<file path="src/rtl/multi_core_mem_arbiter_if.sv">
// Bus bundle between the cores, the arbiter and the shared memory.
// The arbiter connects through the slave modport. The master modport is the
// mirror view, used by whatever drives the cores and the memory.
`timescale 1ns/1ps

interface multi_core_mem_arbiter_if #(
  parameter int NUM_CORES  = 2,
  parameter int ADDR_WIDTH = 32,
  parameter int DATA_WIDTH = 32
);
  // Core side.
  logic [NUM_CORES-1:0]            core_req;
  logic [NUM_CORES-1:0]            core_we;
  logic [NUM_CORES*ADDR_WIDTH-1:0] core_addr;
  logic [NUM_CORES*DATA_WIDTH-1:0] core_wdata;
  logic [NUM_CORES-1:0]            core_ack;
  logic [DATA_WIDTH-1:0]           core_rdata;

  // Shared-memory side.
  logic                            mem_en;
  logic                            mem_we;
  logic [ADDR_WIDTH-1:0]           mem_addr;
  logic [DATA_WIDTH-1:0]           mem_wdata;
  logic [DATA_WIDTH-1:0]           mem_rdata;

  // Status.
  logic                            busy;
  logic [2:0]                      grant_idx;
  logic [31:0]                     txn_count;

  modport slave (
    input  core_req, core_we, core_addr, core_wdata, mem_rdata,
    output core_ack, core_rdata, mem_en, mem_we, mem_addr, mem_wdata,
           busy, grant_idx, txn_count
  );

  modport master (
    output core_req, core_we, core_addr, core_wdata, mem_rdata,
    input  core_ack, core_rdata, mem_en, mem_we, mem_addr, mem_wdata,
           busy, grant_idx, txn_count
  );
endinterface

</file>
<file path="src/rtl/multi_core_mem_arbiter.sv">
// Round-robin arbiter that lets NUM_CORES cores share one memory port.
// Each grant runs a fixed sequence: IDLE -> ISSUE -> WAIT -> RESP -> IDLE.
// Every output is registered. The last-granted core gets the lowest priority
// at the next arbitration.
`timescale 1ns/1ps

module multi_core_mem_arbiter #(
  parameter int NUM_CORES   = 2,
  parameter int ADDR_WIDTH  = 32,
  parameter int DATA_WIDTH  = 32,
  parameter int MEM_LATENCY = 1
) (
  input  logic                     clk,
  input  logic                     reset,
  multi_core_mem_arbiter_if.slave  bus
);

  typedef enum logic [1:0] {IDLE, ISSUE, WAIT, RESP} state_t;

  state_t                 state_q;
  logic [2:0]             grant_q;
  logic [2:0]             lat_q;
  logic [NUM_CORES-1:0]   ack_q;
  logic [DATA_WIDTH-1:0]  rdata_q;
  logic                   mem_en_q;
  logic                   mem_we_q;
  logic [ADDR_WIDTH-1:0]  mem_addr_q;
  logic [DATA_WIDTH-1:0]  mem_wdata_q;
  logic                   busy_q;
  logic [31:0]            txn_q;

  // Arbitration result and the winner's request fields.
  logic [2:0]             grant_d;
  logic                   grant_valid_d;
  logic [ADDR_WIDTH-1:0]  sel_addr;
  logic [DATA_WIDTH-1:0]  sel_wdata;
  logic                   sel_we;
  logic [2*NUM_CORES-1:0] req_dbl;
  logic [NUM_CORES-1:0]   req_rot;
  logic [3:0]             base;
  logic [3:0]             cand;

  // Rotate requests so that bit 0 is the core after the last grant, then take the lowest set bit.
  always_comb begin
    // NOTE: every signal gets a default before any conditional assignment, so no latch is inferred.
    grant_d       = grant_q;
    grant_valid_d = |bus.core_req;
    sel_addr      = '0;
    sel_wdata     = '0;
    sel_we        = 1'b0;
    cand          = '0;
    base          = {1'b0, grant_q} + 4'd1;
    req_dbl       = {bus.core_req, bus.core_req};
    req_rot       = NUM_CORES'(req_dbl >> base);
    // Scan downward so that the closest requester is the last one written and wins.
    for (int k = NUM_CORES - 1; k >= 0; k--) begin
      if (req_rot[k]) begin
        cand = base + 4'(k);
        if (cand >= 4'(NUM_CORES)) begin
          cand = cand - 4'(NUM_CORES);
        end
        grant_d = cand[2:0];
      end
    end
    for (int k = 0; k < NUM_CORES; k++) begin
      if (grant_d == 3'(k)) begin
        sel_addr  = bus.core_addr[k*ADDR_WIDTH +: ADDR_WIDTH];
        sel_wdata = bus.core_wdata[k*DATA_WIDTH +: DATA_WIDTH];
        sel_we    = bus.core_we[k];
      end
    end
  end

  // Transaction FSM and all of its registered outputs.
  always_ff @(posedge clk) begin
    // NOTE: state updates use non-blocking assignments, so every register samples pre-edge values.
    if (!reset) begin
      state_q     <= IDLE;
      grant_q     <= 3'(NUM_CORES - 1);
      lat_q       <= '0;
      ack_q       <= '0;
      rdata_q     <= '0;
      mem_en_q    <= 1'b0;
      mem_we_q    <= 1'b0;
      mem_addr_q  <= '0;
      mem_wdata_q <= '0;
      busy_q      <= 1'b0;
      txn_q       <= '0;
    end else begin
      case (state_q)
        IDLE: begin
          // Latch the winner's request into the memory-side registers. Later changes on the core side have no effect.
          if (grant_valid_d) begin
            grant_q     <= grant_d;
            mem_addr_q  <= sel_addr;
            mem_wdata_q <= sel_wdata;
            mem_we_q    <= sel_we;
            mem_en_q    <= 1'b1;
            busy_q      <= 1'b1;
            state_q     <= ISSUE;
          end
        end
        ISSUE: begin
          // The strobe is high for exactly one cycle. Address and write data keep their values.
          mem_en_q <= 1'b0;
          mem_we_q <= 1'b0;
          lat_q    <= 3'(MEM_LATENCY);
          state_q  <= WAIT;
        end
        WAIT: begin
          if (lat_q == 3'd1) begin
            rdata_q <= bus.mem_rdata;
            ack_q   <= {{(NUM_CORES-1){1'b0}}, 1'b1} << grant_q;
            txn_q   <= txn_q + 32'd1;
            state_q <= RESP;
          end else begin
            lat_q <= lat_q - 3'd1;
          end
        end
        RESP: begin
          ack_q   <= '0;
          busy_q  <= 1'b0;
          state_q <= IDLE;
        end
        default: state_q <= IDLE;
      endcase
    end
  end

  assign bus.core_ack   = ack_q;
  assign bus.core_rdata = rdata_q;
  assign bus.mem_en     = mem_en_q;
  assign bus.mem_we     = mem_we_q;
  assign bus.mem_addr   = mem_addr_q;
  assign bus.mem_wdata  = mem_wdata_q;
  assign bus.busy       = busy_q;
  assign bus.grant_idx  = grant_q;
  assign bus.txn_count  = txn_q;

endmodule

</file>
<file path="src/flat_wrapper.sv">
// flat-port wrapper written by rule: the top's interface ports become plain ports
module multi_core_mem_arbiter_flat 
#(
  parameter int NUM_CORES   = 2,
  parameter int ADDR_WIDTH  = 32,
  parameter int DATA_WIDTH  = 32,
  parameter int MEM_LATENCY = 1
)
  (clk, reset, bus_core_req, bus_core_we, bus_core_addr, bus_core_wdata, bus_mem_rdata, bus_core_ack, bus_core_rdata, bus_mem_en, bus_mem_we, bus_mem_addr, bus_mem_wdata, bus_busy, bus_grant_idx, bus_txn_count);
  multi_core_mem_arbiter_if #(.NUM_CORES(NUM_CORES), .ADDR_WIDTH(ADDR_WIDTH), .DATA_WIDTH(DATA_WIDTH)) bus_i ();
  input  logic clk;
  input  logic reset;
  input wire logic [$bits(bus_i.core_req)-1:0] bus_core_req;
  input wire logic [$bits(bus_i.core_we)-1:0] bus_core_we;
  input wire logic [$bits(bus_i.core_addr)-1:0] bus_core_addr;
  input wire logic [$bits(bus_i.core_wdata)-1:0] bus_core_wdata;
  input wire logic [$bits(bus_i.mem_rdata)-1:0] bus_mem_rdata;
  output wire logic [$bits(bus_i.core_ack)-1:0] bus_core_ack;
  output wire logic [$bits(bus_i.core_rdata)-1:0] bus_core_rdata;
  output wire logic [$bits(bus_i.mem_en)-1:0] bus_mem_en;
  output wire logic [$bits(bus_i.mem_we)-1:0] bus_mem_we;
  output wire logic [$bits(bus_i.mem_addr)-1:0] bus_mem_addr;
  output wire logic [$bits(bus_i.mem_wdata)-1:0] bus_mem_wdata;
  output wire logic [$bits(bus_i.busy)-1:0] bus_busy;
  output wire logic [$bits(bus_i.grant_idx)-1:0] bus_grant_idx;
  output wire logic [$bits(bus_i.txn_count)-1:0] bus_txn_count;
  assign bus_i.core_req = bus_core_req;
  assign bus_i.core_we = bus_core_we;
  assign bus_i.core_addr = bus_core_addr;
  assign bus_i.core_wdata = bus_core_wdata;
  assign bus_i.mem_rdata = bus_mem_rdata;
  assign bus_core_ack = bus_i.core_ack;
  assign bus_core_rdata = bus_i.core_rdata;
  assign bus_mem_en = bus_i.mem_en;
  assign bus_mem_we = bus_i.mem_we;
  assign bus_mem_addr = bus_i.mem_addr;
  assign bus_mem_wdata = bus_i.mem_wdata;
  assign bus_busy = bus_i.busy;
  assign bus_grant_idx = bus_i.grant_idx;
  assign bus_txn_count = bus_i.txn_count;
  multi_core_mem_arbiter #(.NUM_CORES(NUM_CORES), .ADDR_WIDTH(ADDR_WIDTH), .DATA_WIDTH(DATA_WIDTH), .MEM_LATENCY(MEM_LATENCY)) u_core (.clk(clk), .reset(reset), .bus(bus_i));
endmodule
</file>
<file path="config.mk">
export PLATFORM = sky130hd
export DESIGN_NAME = multi_core_mem_arbiter_flat
export DESIGN_NICKNAME = d
export VERILOG_FILES = /design/src/rtl/multi_core_mem_arbiter_if.sv /design/src/rtl/multi_core_mem_arbiter.sv /design/src/flat_wrapper.sv
export SDC_FILE = /design/constraint.sdc
export NUM_CORES = 1
export LEC_CHECK = 0
export ABC_CLOCK_PERIOD_IN_PS = 6000
export BUFFER_PORTS_ARGS = -buffer_cell sky130_fd_sc_hd__buf_2
export CAP_MARGIN = 0
export CELL_PAD_IN_SITES_DETAIL_PLACEMENT = 1
export CELL_PAD_IN_SITES_GLOBAL_PLACEMENT = 2
export CORE_MARGIN = 2
export CORE_UTILIZATION = 28
export DETAILED_ROUTE_END_ITERATION = 16
export HOLD_SLACK_MARGIN = 0.15
export PLACE_DENSITY_LB_ADDON = 0.1
export SLEW_MARGIN = 20
export SYNTH_ARGS = -nofsm -noshare
export SYNTH_HDL_FRONTEND = slang
export SYNTH_SLANG_ARGS = --single-unit
</file>
<file path="constraint.sdc">
create_clock -name clk -period 6 [get_ports clk]
set_input_delay 0.9 -clock clk [delete_from_list [all_inputs] [get_ports clk]]
set_output_delay 0.9 -clock clk [all_outputs]
set_load 0.01 [all_outputs]
</file>
==> results.md <==
- Period utilization: 0.551
- DRT Wirelength: 20,900 um
- Post-DRT Antenna Nets: 0
- Most instantiated cells after synthesis: 150 x nand2_1, 141 x dfxtp_1, 72 x mux2i_1
- Synth top area share: 0.447
- Share of post-route cells with drive strength above 1: 0.359
- Global-route wire length before repair: 32,300 um
- Core region area: 0.0220 sq mm
- PostCTS Resize Cnt: 0
- Worst hold path class: flip-flop to flip-flop
- F_max: 302 MHz
- Met1 wire length: 9220 um
- Final setup viols: 0
- CTS tree: done
- Clock Skew: between 0.01 and 0.015 ns
- Post-Syn Instances: 698
- Die height: 154 um
- # port buffers: 301
- DRC viols: 0
- Starting Density: 0.288
- DR WL/cell: 16.5 um
- Fin. max-slew vios: 0
- Clock group share of total power: 0.279
- RSZ-0062 raised after global routing: false
- Clk buf depth: 2
- Reg2Reg Depth: 8
- Most common cell in the netlist: nand2_1
- Total GRT Usage: 0.171
- Post-DP HPWL: 15,100 um
- Hold_buf cts: 0
- Max_slew headroom: 0.494
- Post-synth EDFFs: 0
- Status: complete, no violations
- Vias in the first global route: 5,926
- Layout fillers: 2,653
- Switch Pwr: 1670 uW
- Critical path startpoint: u_core.bus.grant_idx[0]
- Synth area leaders: dfxtp_1 45%, mux2i_1 11%, nand2_1 8.9%
- Min Tclk post-route: 3.31 ns
- Vias: 5,977
- Synth Register Bits: 141
- Int Power: between 2000 and 3000 uW
- Arrival time at the worst endpoint: 3.58 ns
- Worst-margin pin slew: 0.758 ns
- Crit. End Element: flip-flop
- Layout area overhead: 37.2%
- Setup CP Type: flip-flop to flip-flop
- Met3 Wirelength: about 1400 um
- Clock Pin Slew Worst Setup and Hold Paths: 0.06 ns
- Reg2reg start: u_core.bus.grant_idx[0]
- Multi-input gate area: 0.00324 sq mm
- FP Rows: between 50 and 60
- Post-CTS setup buffer count: 0
- Clock Latency Late Sink: between 0.4 and 0.5 ns
- Syn nets: 878
- Die Width: 154 um
- GP Congestion: 0.712
- Combinational Power Share: 0.417
- Flop pwr share: 0.305
- Inserted Clock Buffers: 17
- Cell taking the most area after synthesis: dfxtp_1
- Reg2Reg Capture Point: u_core.bus.mem_wdata[21]
- Iteration-0 DRC Markers: 159
- Nets: 1,158
- DIE AREA: 0.0238 sq mm
- Average cell area after synthesis: 9.05 sq um
- Max cap viols: 0
- Type of origin of the critical path: flip-flop
- R2R setup slack: approximately 2.7 ns
- Pin count of the biggest net entering global routing: 67
- Critical Path End: u_core.bus.mem_wdata[21]
- # clock sinks: 141
- GRT overflow: 0
- Most used DFF post-synth: dfxtp_1
- Required time of the critical path: 6.27 ns
- Synth Cell Area: approximately 0.0063 sq mm
- Sw Ratio: 0.390
- Top-level I/O count: 302
- Final hold slack: 0.445 ns
- Antenna violations before repair: 2
- H-tree lvl count: 4
- Clock root buffer: clkbuf_16
- Pwr Density: 494 mW/mm^2
- Met2 WL: ~10,000 um
- Diode count: 0
- Final Hold Fails: 0
- LEAKAGE: about 0.004 uW
- Via density: 4.71
- Register area share after synthesis: 0.447
- Setup TNS: 0 ns
- Peak VDD IR: 0.227 mV
- Yosys Warn Count: 0
- Critical-path maximum fanout: 38
- Top layer in use: met5
- Hold Path Stages: 2
- Distinct cells, synth: 50
- Register Area: approximately 0.0028 sq mm
- Pre-Repair DR Iteration Count: 4
- Asr flop ratio synth: 0
## final cells by class
cell class	instances	share of cell area
multi-input combinational	499	0.373
sequential	141	0.326
timing repair buffer	309	0.181
clock buffer	18	0.0507
tap	280	0.0404
clock inverter	11	0.0251
inverter	10	0.00433
## worst max-delay path, stage by stage, from the launching register on
cell and delay [ns]:
dfxtp_1 0.64, inv_1 0.14, ha_1 0.39, xnor2_1 0.20, nor4bb_1 0.36, nor4_2 0.11
nor2_4 0.63, buf_4 0.53, o31ai_1 0.14
## sequential cells by signal, summed over array words and instances, names as in the netlist
signal / count
u_core.state_q: 2
u_core.bus.core_ack: 2
u_core.bus.mem_we: 1
u_core.bus.mem_wdata: 32
u_core.lat_q: 3
u_core.bus.busy: 1
u_core.bus.grant_idx: 3
u_core.bus.mem_addr: 32
u_core.bus.core_rdata: 32
u_core.bus.mem_en: 1
u_core.bus.txn_count: 32
## kinds of logic (layout without fill, tap and decap cells)
kind of cell | Yosys count | after routing | share of synthesized area
AND/OR/NAND/NOR | 255 | 255 | 0.188
flip-flops | 141 | 141 | 0.447
AO/OA/AOI/OAI | 130 | 130 | 0.136
multiplexers | 73 | 73 | 0.116
buffers and inverters | 58 | 348 | 0.0479
XOR/XNOR | 27 | 27 | 0.0374
adder cells (fa/ha/maj) | 14 | 14 | 0.0277
## how the worst min path moves through the flow
stage	startpoint	end	slack (ns)
finish	u_core.bus.mem_addr[20]	u_core.bus.mem_addr[20]	0.44
global placement	u_core.bus.mem_wdata[31]	u_core.bus.mem_wdata[31]	0.43
floorplan	u_core.lat_q[1]	u_core.lat_q[1]	0.45
CTS	u_core.bus.mem_addr[31]	u_core.bus.mem_addr[31]	0.45
global route	u_core.bus.core_rdata[19]	u_core.bus.core_rdata[19]	0.47
detailed placement	u_core.bus.mem_addr[31]	u_core.bus.mem_addr[31]	0.43
## layout by cell type (no fill, tap or decap), types with 14 or more instances in the layout
master,netlist,layout
ha_1,14,14
nor2_1,41,39
xor2_1,20,20
mux2i_1,72,72
nand2_1,150,150
a21oi_1,41,41
clkbuf_16,0,17
dfxtp_1,141,141
o31ai_1,65,65
buf_2,8,301
## stage by stage
stage | power [uW] | cell area (sq um) | instances | worst slack, ns | util
5_1_grt | 4570 | 8670 | 1268 | 2.38 | 0.395
3_3_place_gp | 3140 | 8010 | 1239 | 2.71 | 0.365
6_report | 4280 | 8670 | 1268 | 2.69 | 0.395
4_1_cts | 4370 | 8670 | 1268 | 2.62 | 0.395
2_1_floorplan | 2600 | 6320 | 698 | 3.67 | -
3_5_place_dp | 3150 | 8010 | 1239 | 2.64 | 0.365
## per-layer routing
metal	up-vias	global-route usage
li1	2980	-
met1	2790	0.210
met2	181	0.289
met3	22	0.0493
met4	4	0.0538
met5	-	0
## power by group through the flow
stage,combinational (uW),clock [uW],sequential [uW]
2_1_floorplan,1190,0,1410
3_3_place_gp,1820,0,1320
3_5_place_dp,1820,0,1330
4_1_cts,1830,1230,1310
5_1_grt,1960,1270,1340
6_report,1780,1190,1300
No activity file was read; power rests on OpenSTA's default activity.
